<file path="config.mk">
export PLATFORM = sky130hd
export DESIGN_NAME = int_msg_loader
export DESIGN_NICKNAME = d
export VERILOG_FILES = /design/src/rtl/int_loader_pkg.sv /design/src/rtl/int_bank_ctrl.sv /design/src/rtl/int_msg_loader.sv
export SDC_FILE = /design/constraint.sdc
export NUM_CORES = 1
export LEC_CHECK = 0
export CORE_MARGIN = 5
export CORE_UTILIZATION = 28
export DETAILED_ROUTE_END_ITERATION = 16
export SYNTH_ARGS = -nofsm -noshare
export SYNTH_HDL_FRONTEND = slang
export SYNTH_SLANG_ARGS = --single-unit
</file>
<file path="constraint.sdc">
create_clock -name clk -period 2.95 [get_ports clk]
set_input_delay 0.59 -clock clk [delete_from_list [all_inputs] [get_ports clk]]
set_output_delay 0.59 -clock clk [all_outputs]
set_load 0.01 [all_outputs]
</file>
<file path="src/rtl/int_loader_pkg.sv">
// Shared types and helpers for the intrinsic-message loader.
package int_loader_pkg;

   localparam int unsigned NUM_BANKS = 2;

   typedef enum logic [1:0] {
      EMPTY = 2'd0,
      FILL  = 2'd1,
      READY = 2'd2,
      BUSY  = 2'd3
   } bank_state_t;

   // Symmetric clamp of an in_width-bit LLR to +/-(2**(data_width-1)-1).
   function automatic logic signed [31:0] sat_llr(input logic signed [31:0] llr,
                                                  input int unsigned      in_width,
                                                  input int unsigned      data_width);
      logic signed [31:0] v;
      logic signed [31:0] lim;
      v   = (llr <<< (32 - in_width)) >>> (32 - in_width);
      lim = $signed(32'((1 << (data_width - 1)) - 1));
      if (v > lim) begin
         v = lim;
      end else if (v < -lim) begin
         v = -lim;
      end
      return v;
   endfunction

endpackage

</file>
<file path="src/rtl/int_bank_ctrl.sv">
// Per-bank lifecycle FSM plus the single-port mux between loader writes and decoder reads.
module int_bank_ctrl
   import int_loader_pkg::*;
#(
   parameter int unsigned DATA_WIDTH = 5,
   parameter int unsigned ADDR_WIDTH = 8
) (
   input  logic                  clk,
   input  logic                  rst_n,
   input  logic                  wr_i,
   input  logic                  wr_last_i,
   input  logic [ADDR_WIDTH-1:0] wr_addr_i,
   input  logic [DATA_WIDTH-1:0] wr_data_i,
   input  logic                  start_i,
   input  logic                  done_i,
   input  logic                  dec_rd_en_i,
   input  logic [ADDR_WIDTH-1:0] dec_rd_addr_i,
   output bank_state_t           state_o,
   output logic [ADDR_WIDTH-1:0] ram_address_o,
   output logic [DATA_WIDTH-1:0] ram_data_in_o,
   output logic                  ram_we_o,
   output logic                  ram_cs_o
);

   bank_state_t           state_q, state_d;
   logic                  wr_q, last_q;
   logic [ADDR_WIDTH-1:0] addr_q;
   logic [DATA_WIDTH-1:0] data_q;
   logic                  busy;

   always_ff @(posedge clk or negedge rst_n) begin
      if (!rst_n) begin
         state_q <= EMPTY;
         wr_q    <= 1'b0;
         last_q  <= 1'b0;
         addr_q  <= '0;
         data_q  <= '0;
      end else begin
         state_q <= state_d;
         wr_q    <= wr_i;
         last_q  <= wr_i & wr_last_i;
         if (wr_i) begin
            addr_q <= wr_addr_i;
            data_q <= wr_data_i;
         end
      end
   end

   // READY only once the final write has actually reached the RAM.
   always_comb begin
      state_d = state_q;
      case (state_q)
         EMPTY:   if (wr_i)            state_d = FILL;
         FILL:    if (wr_q && last_q)  state_d = READY;
         READY:   if (start_i)         state_d = BUSY;
         BUSY:    if (done_i)          state_d = EMPTY;
         default:                      state_d = EMPTY;
      endcase
   end

   assign busy          = (state_q == BUSY);
   assign state_o       = state_q;
   assign ram_cs_o      = busy ? dec_rd_en_i : wr_q;
   assign ram_we_o      = !busy && wr_q;
   assign ram_address_o = busy ? dec_rd_addr_i : addr_q;
   assign ram_data_in_o = data_q;

endmodule

</file>
<file path="src/rtl/int_msg_loader.sv">
// Ping-pong loader of saturated channel LLRs into two intrinsic-message RAM banks.
// Optional INT_LOADER_SAT_CNT_EN adds per-frame clamp counters (sat_cnt, sat_cnt_last).
module int_msg_loader
   import int_loader_pkg::*;
#(
   parameter int unsigned IN_WIDTH   = 8,
   parameter int unsigned DATA_WIDTH = 5,
   parameter int unsigned ADDR_WIDTH = 8,
   parameter int unsigned FRAME_LEN  = 256
) (
   input  logic                         clk,
   input  logic                         rst_n,
   input  logic signed [IN_WIDTH-1:0]   in_llr,
   input  logic                         in_valid,
   output logic                         in_ready,
   output logic                         frame_ready,
   output logic                         frame_bank,
   input  logic                         frame_start,
   input  logic                         frame_done,
   input  logic [ADDR_WIDTH-1:0]        dec_rd_addr,
   input  logic                         dec_rd_en,
   output logic [ADDR_WIDTH-1:0]        ram_address [0:NUM_BANKS-1],
   output logic [DATA_WIDTH-1:0]        ram_data_in [0:NUM_BANKS-1],
   output logic                         ram_we      [0:NUM_BANKS-1],
   output logic                         ram_cs      [0:NUM_BANKS-1],
   output logic                         proto_err
`ifdef INT_LOADER_SAT_CNT_EN
   ,
   output logic [15:0]                  sat_cnt,
   output logic [15:0]                  sat_cnt_last
`endif
);

   localparam logic [ADDR_WIDTH-1:0] LAST_ADDR = ADDR_WIDTH'(FRAME_LEN - 1);

   if ((64'(FRAME_LEN) > (64'd1 << ADDR_WIDTH)) || (FRAME_LEN < 2)) begin : g_len_chk
      $error("int_msg_loader: FRAME_LEN must lie in [2, 2**ADDR_WIDTH]");
   end

   bank_state_t           state [NUM_BANKS];
   logic [ADDR_WIDTH-1:0] wr_cnt_q, wr_cnt_d;
   logic                  wr_bank_q, wr_bank_d;
   logic                  rd_bank_q, rd_bank_d;
   logic                  proto_err_q, proto_err_d;
   logic                  any_busy, accept, acc_last, start_ok, done_ok;
   logic [DATA_WIDTH-1:0] sat_data;

   assign sat_data    = DATA_WIDTH'(sat_llr(32'(in_llr), IN_WIDTH, DATA_WIDTH));
   assign any_busy    = (state[0] == BUSY) || (state[1] == BUSY);
   assign in_ready    = (state[wr_bank_q] == EMPTY) || (state[wr_bank_q] == FILL);
   assign frame_ready = (state[rd_bank_q] == READY) && !any_busy;
   assign frame_bank  = rd_bank_q;
   assign proto_err   = proto_err_q;
   assign accept      = in_valid && in_ready;
   assign acc_last    = (wr_cnt_q == LAST_ADDR);
   assign start_ok    = frame_start && frame_ready;
   assign done_ok     = frame_done && any_busy;

   always_comb begin
      wr_cnt_d    = wr_cnt_q;
      wr_bank_d   = wr_bank_q;
      rd_bank_d   = rd_bank_q;
      proto_err_d = proto_err_q;
      if (accept) begin
         wr_cnt_d = acc_last ? '0 : wr_cnt_q + ADDR_WIDTH'(1);
         if (acc_last) wr_bank_d = ~wr_bank_q;
      end
      // The busy bank is always rd_bank, so releasing it advances the read pointer.
      if (done_ok) rd_bank_d = ~rd_bank_q;
      if ((frame_start && !frame_ready) || (frame_done && !any_busy)) proto_err_d = 1'b1;
   end

   always_ff @(posedge clk or negedge rst_n) begin
      if (!rst_n) begin
         wr_cnt_q    <= '0;
         wr_bank_q   <= 1'b0;
         rd_bank_q   <= 1'b0;
         proto_err_q <= 1'b0;
      end else begin
         wr_cnt_q    <= wr_cnt_d;
         wr_bank_q   <= wr_bank_d;
         rd_bank_q   <= rd_bank_d;
         proto_err_q <= proto_err_d;
      end
   end

   for (genvar b = 0; b < NUM_BANKS; b++) begin : g_bank
      int_bank_ctrl #(
         .DATA_WIDTH (DATA_WIDTH),
         .ADDR_WIDTH (ADDR_WIDTH)
      ) u_bank (
         .clk           (clk),
         .rst_n         (rst_n),
         .wr_i          (accept && (wr_bank_q == 1'(b))),
         .wr_last_i     (acc_last),
         .wr_addr_i     (wr_cnt_q),
         .wr_data_i     (sat_data),
         .start_i       (start_ok && (rd_bank_q == 1'(b))),
         .done_i        (frame_done && (state[b] == BUSY)),
         .dec_rd_en_i   (dec_rd_en),
         .dec_rd_addr_i (dec_rd_addr),
         .state_o       (state[b]),
         .ram_address_o (ram_address[b]),
         .ram_data_in_o (ram_data_in[b]),
         .ram_we_o      (ram_we[b]),
         .ram_cs_o      (ram_cs[b])
      );
   end

`ifdef INT_LOADER_SAT_CNT_EN
   logic        clamped;
   logic [15:0] sat_cnt_q, sat_cnt_d, sat_last_q, sat_last_d;

   assign clamped = (32'($signed(sat_data)) != 32'(in_llr));

   always_comb begin
      sat_cnt_d  = sat_cnt_q;
      sat_last_d = sat_last_q;
      if (accept) begin
         if (acc_last) begin
            sat_last_d = sat_cnt_q + 16'(clamped);
            sat_cnt_d  = '0;
         end else begin
            sat_cnt_d  = sat_cnt_q + 16'(clamped);
         end
      end
   end

   always_ff @(posedge clk or negedge rst_n) begin
      if (!rst_n) begin
         sat_cnt_q  <= '0;
         sat_last_q <= '0;
      end else begin
         sat_cnt_q  <= sat_cnt_d;
         sat_last_q <= sat_last_d;
      end
   end

   assign sat_cnt      = sat_cnt_q;
   assign sat_cnt_last = sat_last_q;
`endif

endmodule

</file>
### After elaboration in Yosys (flattened, before gate mapping)

Cells that the tools add are included.
W data, S select, Z words.

* register bits after elaboration: 45
* bits of input ports: 22
* memories: 0
* output and inout bits: 34
* RAM bits: 0
* ROM bits: 0
* bits in latches: 0

* bitwise operators: 6
* equal/unequal tests: 17
* $add $sub $neg: 1
* multiply operators: 0
* shift operators: 0
* reductions and logical operators: 29
* magnitude comparators: 4
* multiplexer cells: 23
* div/mod/pow operators: 0

Operators by type and width (number)
* $mux W2: 14
* $mux W8: 3
* $logic_and A1 B1 Y1: 16
* $ne A2 B1 Y1 const B: 8
* $pmux W2 S4: 2
* $eq A2 B2 Y1 const B: 5
* $mux W5: 2
* $add A8 B1 Y8 const B: 1
* $eq A8 B8 Y1 const B: 1
* $gt A8 B5 Y1 const B: 1
* $lt A8 B5 Y1 const B: 1
* $reduce_and A4 Y1: 2
* $eq A2 B1 Y1 const B: 3
* $logic_not A2 Y1: 3
* $ge A2 B2 Y1 const B: 2
* $logic_not A1 Y1: 4
* $not A1 Y2: 2
* $logic_or A1 B1 Y1: 3
* $and A1 B1 Y1: 2
* $mux W1: 2
* $not A1 Y1: 2
* $reduce_and A2 Y1: 1

### Depth between registers and ports, before layout

Gate-level depths: netlist of the first run.

* depth after elaboration: 10
* gate-level depth with buffers: 5
* gate-level depth less buffers: 5

### Hierarchy

A second synthesis of the first run with hierarchy kept.

* cells, all modules: 202
* area, all modules: 2458.6 um2

Modules (own cells, without submodules)
* int_bank_ctrl: cells an instance 59, times used 2, area an instance 870.8 um2, sequential area each 425.4 um2
* int_msg_loader: cells an instance 84, times used 1, area an instance 716.9 um2, sequential area each 275.3 um2

### Worst setup path before layout of the first run

No wires, ideal clock.

* path kind: register -> output
* from: reg g_bank[1].u_bank.state_q[1]
* to: out ram_address[0] (netlist name)
* stages on the path, launching flop included: 4
* data arrival time: 1.386 ns
* path slack: 0.974 ns
* buffers on the path: 1
* path through: dfrtp_1 -> ha_1 -> clkbuf_1 -> mux2_2

RTL lines
* start: declaration: RTL line int_bank_ctrl.sv:25 `bank_state_t state_q, state_d;`
* start signal: assignment: RTL line int_bank_ctrl.sv:39 `state_q <= state_d;`
* end: declaration: RTL line int_msg_loader.sv:22 `output logic [ADDR_WIDTH-1:0] ram_address [0:NUM_BANKS-1],`

==> impl_metrics.csv, run 1 <==
group,metric,value,unit
critical_path,crit_slowest_cell,"ha_2",
sta,setup_viol_count_final,0,
clock_tree,clock-sinks,45,
critical_path,cp.required,2.36,ns
sta,fin_skew,0.0130,ns
yosys,seq_area_frac_synth,0.488,
global_routing,grt_pass1_vias,1854,
sta,period_needed,2.73,ns
critical_path,end_kind,"primary output",
power_and_ir_drop,power.density,481,mW/mm^2
yosys,synth_fp_nets,260,
yosys,synth.ff_latch_count,45,
global_routing,grt_max_degree,46,
yosys,synth_cells,227,
job,cap_violations,0,
clock_tree,cts_made_buffers,5,
global_routing,grt_pass1_wl,9.01,mm
floorplan,dieHeight,101,um
yosys,ys.flop_type,"dfrtp_1",
power_and_ir_drop,ir_worst_vdd,0.000234,V
critical_path,critPathArrivalTime,2.14,ns
sta,hold_violations,0,
floorplan,ioPinCount,56,
finish,fin_util,0.374,
critical_path,path_class,"reg2out",
detailed_routing,drt_wl_total,5.25,mm
status,outcome,"finished, final reports clean",
floorplan,die_area,0.0102,mm^2
detailed_routing,drc,0,
sta,rsz0062_at_grt,"no",
detailed_routing,drt_iter0_drc,80,
yosys,async_flop_share,1.00,
clock_tree,clockBufferDepth,2,
finish,nFillCells,806,
detailed_routing,vias,1766,
critical_path,crit_chain,"ha_2 -> mux2_2 -> clkdlybuf4s50_1",
finish,mostFrequentLayoutCells,"clkdlybuf4s50_1, dfrtp_1, nand2_1",
clock_tree,cts_tree,"built",
detailed_routing,ant_nets,0,
clock_tree,clk-insertion-delay-late,0.30,ns
yosys,synth.avg_cell_area,10.2,um^2
finish,multi_input_area,0.00109,mm^2
yosys,synth.distinct_cells,35,
sta,tightest_slew,1.01,ns
critical_path,cp-start-kind,"flop",
finish,area.sequential,0.00113,mm^2
detailed_routing,dr.pass1.iters,4,
global_routing,antenna_found_initial,0,
sta,fin_crit_sh,0.924,
detailed_routing,vias_per_cell,4.60,
power_and_ir_drop,total_leakage_power,1.39,nW
sta,max_freq,367,MHz
floorplan,die_w,101,um
placed_design,numPlacedInstances,376,
clock_tree,ctsHoldBuffers,0,
sta,slew_headroom,0.328,
floorplan,core,0.00813,mm^2
finish,fin_cells,384,
worst_hold_path,hold_path.class,"in2async",
finish,fin_nets,311,
floorplan,rows,33,
finish,n_antenna_cell,0,
clock_tree,post_cts_buffers,0,
yosys,synth_edf_count,0,
finish,drive_gt1_frac,0.140,
critical_path,cpPeakStageDelay,0.49,ns
placed_design,portBuffers,55,
placed_design,dp_hpwl,3.74,mm
finish,area_growth_syn_to_layout,31.8,%
power_and_ir_drop,power.total,1.46,mW
placed_design,place_congestion,0.783,
global_routing,track_usage,0.112,
yosys,syn_area,0.00231,mm^2
clock_tree,cts_root_buffer,"clkbuf_8",
sta,tns,0,ns
clock_tree,cts_htree_levels,2,
critical_path,worstPathMaxFanout,15,
finish,final_common_cell,"clkdlybuf4s50_1",
floorplan,initial_core_util,0.283,
global_routing,grt_overflow,0,
yosys,yosysWarningCount,0,
clock_tree,clk_pin_slew,0.10,ns
sta,finalMaxSlewViolations,0,
detailed_routing,wire_per_inst,13.7,um
-- synth_stat cells, drive strengths merged, types with 3 or more instances --
cell	count	area share
nand2	43	0.070
ha	11	0.060
xnor2	3	0.011
o21ai	14	0.030
a21oi	6	0.013
nand3	6	0.013
buf	4	0.013
mux2	27	0.13
xor2	3	0.011
clkbuf	9	0.015
a21o	3	0.0098
nor2	13	0.021
nor3	6	0.013
inv	8	0.013
nand4	3	0.0081
dfrtp	45	0.49
-- per-layer routing --
| metal | share of wire | up-vias | track usage | routed length [um] |
|---|---|---|---|---|
| met4 | 0.0097 | 0 | 0.0342 | 51 |
| met5 | 0 | - | 0 | 0 |
| met1 | 0.49 | 837 | 0.152 | 2590 |
| met2 | 0.44 | 42 | 0.172 | 2290 |
| met3 | 0.061 | 6 | 0.0325 | 318 |
| li1 | - | 881 | - | - |
-- path summary, 6_finish.rpt --
| kind | from | to | slack (ns) | cells after the start |
|---|---|---|---|---|
| min in group clk | g_bank[0].u_bank.addr_q[2] | g_bank[0].u_bank.addr_q[2] | 0.48 | 2 |
| hold / removal | rst_n | g_bank[0].u_bank.ram_data_in_o[3] | 0.45 | 1 |
| max in group asynchronous | rst_n | wr_cnt_q[7] | 1.88 | 1 |
| setup / recovery | g_bank[1].u_bank.state_o[1] | ram_address[0] | 0.22 | 3 |
| hold reg to reg | g_bank[0].u_bank.addr_q[2] | g_bank[0].u_bank.addr_q[2] | 0.48 | 2 |
| setup reg to reg | g_bank[1].u_bank.state_o[1] | g_bank[0].u_bank.state_o[1] | 0.88 | 5 |
-- stage by stage --
stage,area (um^2),hold WS [ns],worst slack (ns)
final,3040,0.450,0.223
after detailed placement,2930,0.461,0.278
after CTS,3040,0.487,0.00586
after global routing,3040,0.512,0.113
after global placement,2930,0.464,0.350
after floorplan,2310,0.294,0.974
-- final cells by class --
class | count | area share
tap | 105 | 0.0432
inverter | 9 | 0.0111
timing repair buffer | 57 | 0.184
sequential | 45 | 0.371
clock inverter | 2 | 0.00576
multi-input combinational | 160 | 0.358
clock buffer | 6 | 0.0272
-- power by group --
| part | leakage (nW) | internal (mW) | total [mW] | switching, mW |
|---|---|---|---|---|
| Clock | 0.0518 | 0.195 | 0.421 | 0.226 |
| Combinational | 0.754 | 0.161 | 0.286 | 0.125 |
| Sequential | 0.580 | 0.684 | 0.754 | 0.0696 |
| Total | 1.39 | 1.04 | 1.46 | 0.421 |
-- logic make-up after synthesis --
kind of cell | Yosys count | share of synthesized area
adders and majority gates | 11 | 0.0597
muxes | 29 | 0.141
buffers and inverters | 22 | 0.0423
AOI/OAI and AO/OA | 30 | 0.0787
DFF | 45 | 0.488
and+or+nand+nor | 84 | 0.168
xor gates and xnor gates | 6 | 0.0228
-- sequential cells by signal, summed over array words and instances (netlist names) --
register / cells
g_bank.u_bank.wr_q: 2
g_bank.u_bank.state_o: 4
proto_err: 1
g_bank.u_bank.ram_data_in_o: 10
g_bank.u_bank.last_q: 2
wr_cnt_q: 8
wr_bank_q: 1
g_bank.u_bank.addr_q: 16
frame_bank: 1
-- critical path: cells and delay by family, from the launching register on --
family | cells | cell delay (ns)
multiplexers | 1 | 0.38
adder cells (fa/ha/maj) | 1 | 0.49
buffers and inverters | 1 | 0.49
flip-flops | 1 | 0.48
-- timing repair --
item                       4_1_cts  5_1_grt
pin swaps                        0        0
setup endpoints to repair        8        9
resized for setup                1        1
hold endpoints to repair         0        0
(Power assumes the default switching activity.)
==> inputs of run 2 (changes only) <==
Settings changed: CORE_MARGIN 5 to 2.
==> run 2 against run 1 <==
Net effect: clock-buffer cell count did not move; die area fell by 12%; first-iteration DRC count fell by 20%; utilization barely moved; sequential power fell by 0.5%; maximum frequency rose by 2.1%; via count rose by 0.23%; critical endpoint is now ram_address[12]; largest cell class unchanged; largest power group unchanged.
==> impl_metrics.csv, run 2 (same netlist as run 1, synthesis figures left out) <==
group,metric,value,unit
status,outcome,"finished, final reports clean",
finish,area_growth_syn_to_layout,31.0,%
critical_path,r2r-start,"g_bank[1].u_bank.state_o[1]",
worst_hold_path,hold_path.class,"in2async",
placed_design,portBuffers,55,
finish,fin_area,0.00302,mm^2
clock_tree,post_cts_buffers,0,
finish,fin_nets,311,
placed_design,dp_hpwl,3.59,mm
sta,period_needed,2.67,ns
critical_path,reg2reg_setup_slack,0.88,ns
finish,final_common_cell,"clkdlybuf4s50_1",
sta,rsz0062_at_grt,"no",
sta,fin_skew,0.00864,ns
sta,setup_viol_count_final,0,
power_and_ir_drop,ir_worst_vdd,0.000184,V
clock_tree,cts_made_buffers,5,
sta,hold_ws,0.455,ns
clock_tree,cts_root_buffer,"clkbuf_8",
finish,mostFrequentLayoutCells,"clkdlybuf4s50_1, dfrtp_1, nand2_1",
global_routing,grt.busiest_layer,"met2",
power_and_ir_drop,power.density,466,mW/mm^2
critical_path,end_kind,"primary output",
global_routing,grt_max_degree,46,
finish,largest_reg_flops,16,
finish,largest_register,"g_bank.u_bank.addr_q",
clock_tree,cts_tree,"built",
detailed_routing,ant_nets,0,
clock_tree,clk-insertion-delay-late,0.30,ns
floorplan,dieHeight,94.8,um
detailed_routing,drt_wl_total,5.10,mm
placed_design,placed_area,0.00293,mm^2
sta,max_freq,374,MHz
global_routing,track_usage,0.125,
critical_path,cp.required,2.36,ns
detailed_routing,vias,1770,
detailed_routing,vias_per_cell,4.61,
global_routing,grt_overflow,0,
floorplan,core,0.00809,mm^2
critical_path,worstPathMaxFanout,15,
clock_tree,clk_pin_slew,0.09,ns
global_routing,grt_use_met3,0.0319,
critical_path,startpoint,"g_bank[0].u_bank.state_o[1]",
power_and_ir_drop,total_leakage_power,1.38,nW
sta,slew_headroom,0.338,
global_routing,use_met2,0.203,
critical_path,reg2regPathDepth,5,
sta,tightest_slew,0.993,ns
floorplan,die_area,0.00898,mm^2
floorplan,ioPinCount,56,
clock_tree,clockBufferDepth,2,
critical_path,cp-start-kind,"flop",
global_routing,antenna_found_initial,0,
critical_path,r2r_end,"g_bank[0].u_bank.state_o[1]",
sta,hold_violations,0,
sta,finalMaxSlewViolations,0,
detailed_routing,drt_iter0_drc,64,
job,cap_violations,0,
clock_tree,cts_htree_levels,2,
detailed_routing,wire_per_inst,13.3,um
finish,n_antenna_cell,0,
global_routing,grt_pass1_vias,1808,
detailed_routing,dr.pass1.iters,4,
global_routing,gr-usage-met1,0.163,
power_and_ir_drop,power.total,1.41,mW
sta,tns,0,ns
sta,fin_crit_sh,0.906,
detailed_routing,drc,0,
floorplan,initial_core_util,0.285,
floorplan,rows,33,
critical_path,critPathArrivalTime,2.08,ns
critical_path,path_class,"reg2out",
clock_tree,clock-sinks,45,
finish,drive_gt1_frac,0.136,
global_routing,grt_pass1_wl,8.69,mm
critical_path,endpoint,"ram_address[12]",
floorplan,die_w,94.8,um
placed_design,place_congestion,0.777,
[run 2: cell count changes in the layout (fill, tap and decap cells not counted)]
cell	change
clkinv_4	-1
inv_6	-1
clkbuf_1	+1
clkbuf_8	-1
clkinv_2	+2
[run 2: area by class of cell]
class | instances | area [um^2]
Inverter | 9 | 33.8
Tap cell | 105 | 131
Timing Repair Buffer | 57 | 561
Fill cell | 832 | 5070
Multi-Input combinational cell | 160 | 1090
Clock inverter | 2 | 10.0
Sequential cell | 45 | 1130
Clock buffer | 6 | 72.6
[run 2: timing repair]
action / CTS / global route
resized for setup: 0 / 2
setup endpoints to repair: 0 / 19
hold buffers: 0 / 0
[run 2: per-layer routing]
metal  share of wire  wire length [um]  up-vias
met4           0.012                59        0
met3           0.060               306        6
met5               0                 0        -
met1            0.46              2340      850
li1                -                 -      874
met2            0.47              2390       40
[run 2: worst max-delay path, stage by stage, from the launching register on]
cell and delay, ns:
dfrtp_1 0.45, ha_2 0.47, mux2_2 0.39, clkdlybuf4s50_1 0.48
[run 2: worst min path at each step]
stage,from,to,slack [ns],cells past startpoint
floorplan,rst_n,frame_bank,0.29,0
global placement,g_bank[0].u_bank.addr_q[4],g_bank[0].u_bank.addr_q[4],0.46,2
detailed placement,g_bank[0].u_bank.addr_q[1],g_bank[0].u_bank.addr_q[1],0.46,2
CTS,g_bank[0].u_bank.addr_q[1],g_bank[0].u_bank.addr_q[1],0.48,2
global route,g_bank[0].u_bank.addr_q[2],g_bank[0].u_bank.addr_q[2],0.51,2
finish,rst_n,g_bank[0].u_bank.ram_data_in_o[1],0.45,1
[run 2: through the flow]
stage,utilization,instances,setup WS (ns)
2_1_floorplan,-,227,0.974
3_3_place_gp,0.363,376,0.362
3_5_place_dp,0.363,376,0.335
4_1_cts,0.373,384,0.00502
5_1_grt,0.373,384,0.133
6_report,0.373,384,0.278
[run 2: report_power, final]
| part | internal, mW | leakage [nW] | switching, mW |
|---|---|---|---|
| logic | 0.161 | 0.754 | 0.127 |
| registers | 0.684 | 0.580 | 0.0656 |
| clock network | 0.164 | 0.0450 | 0.206 |
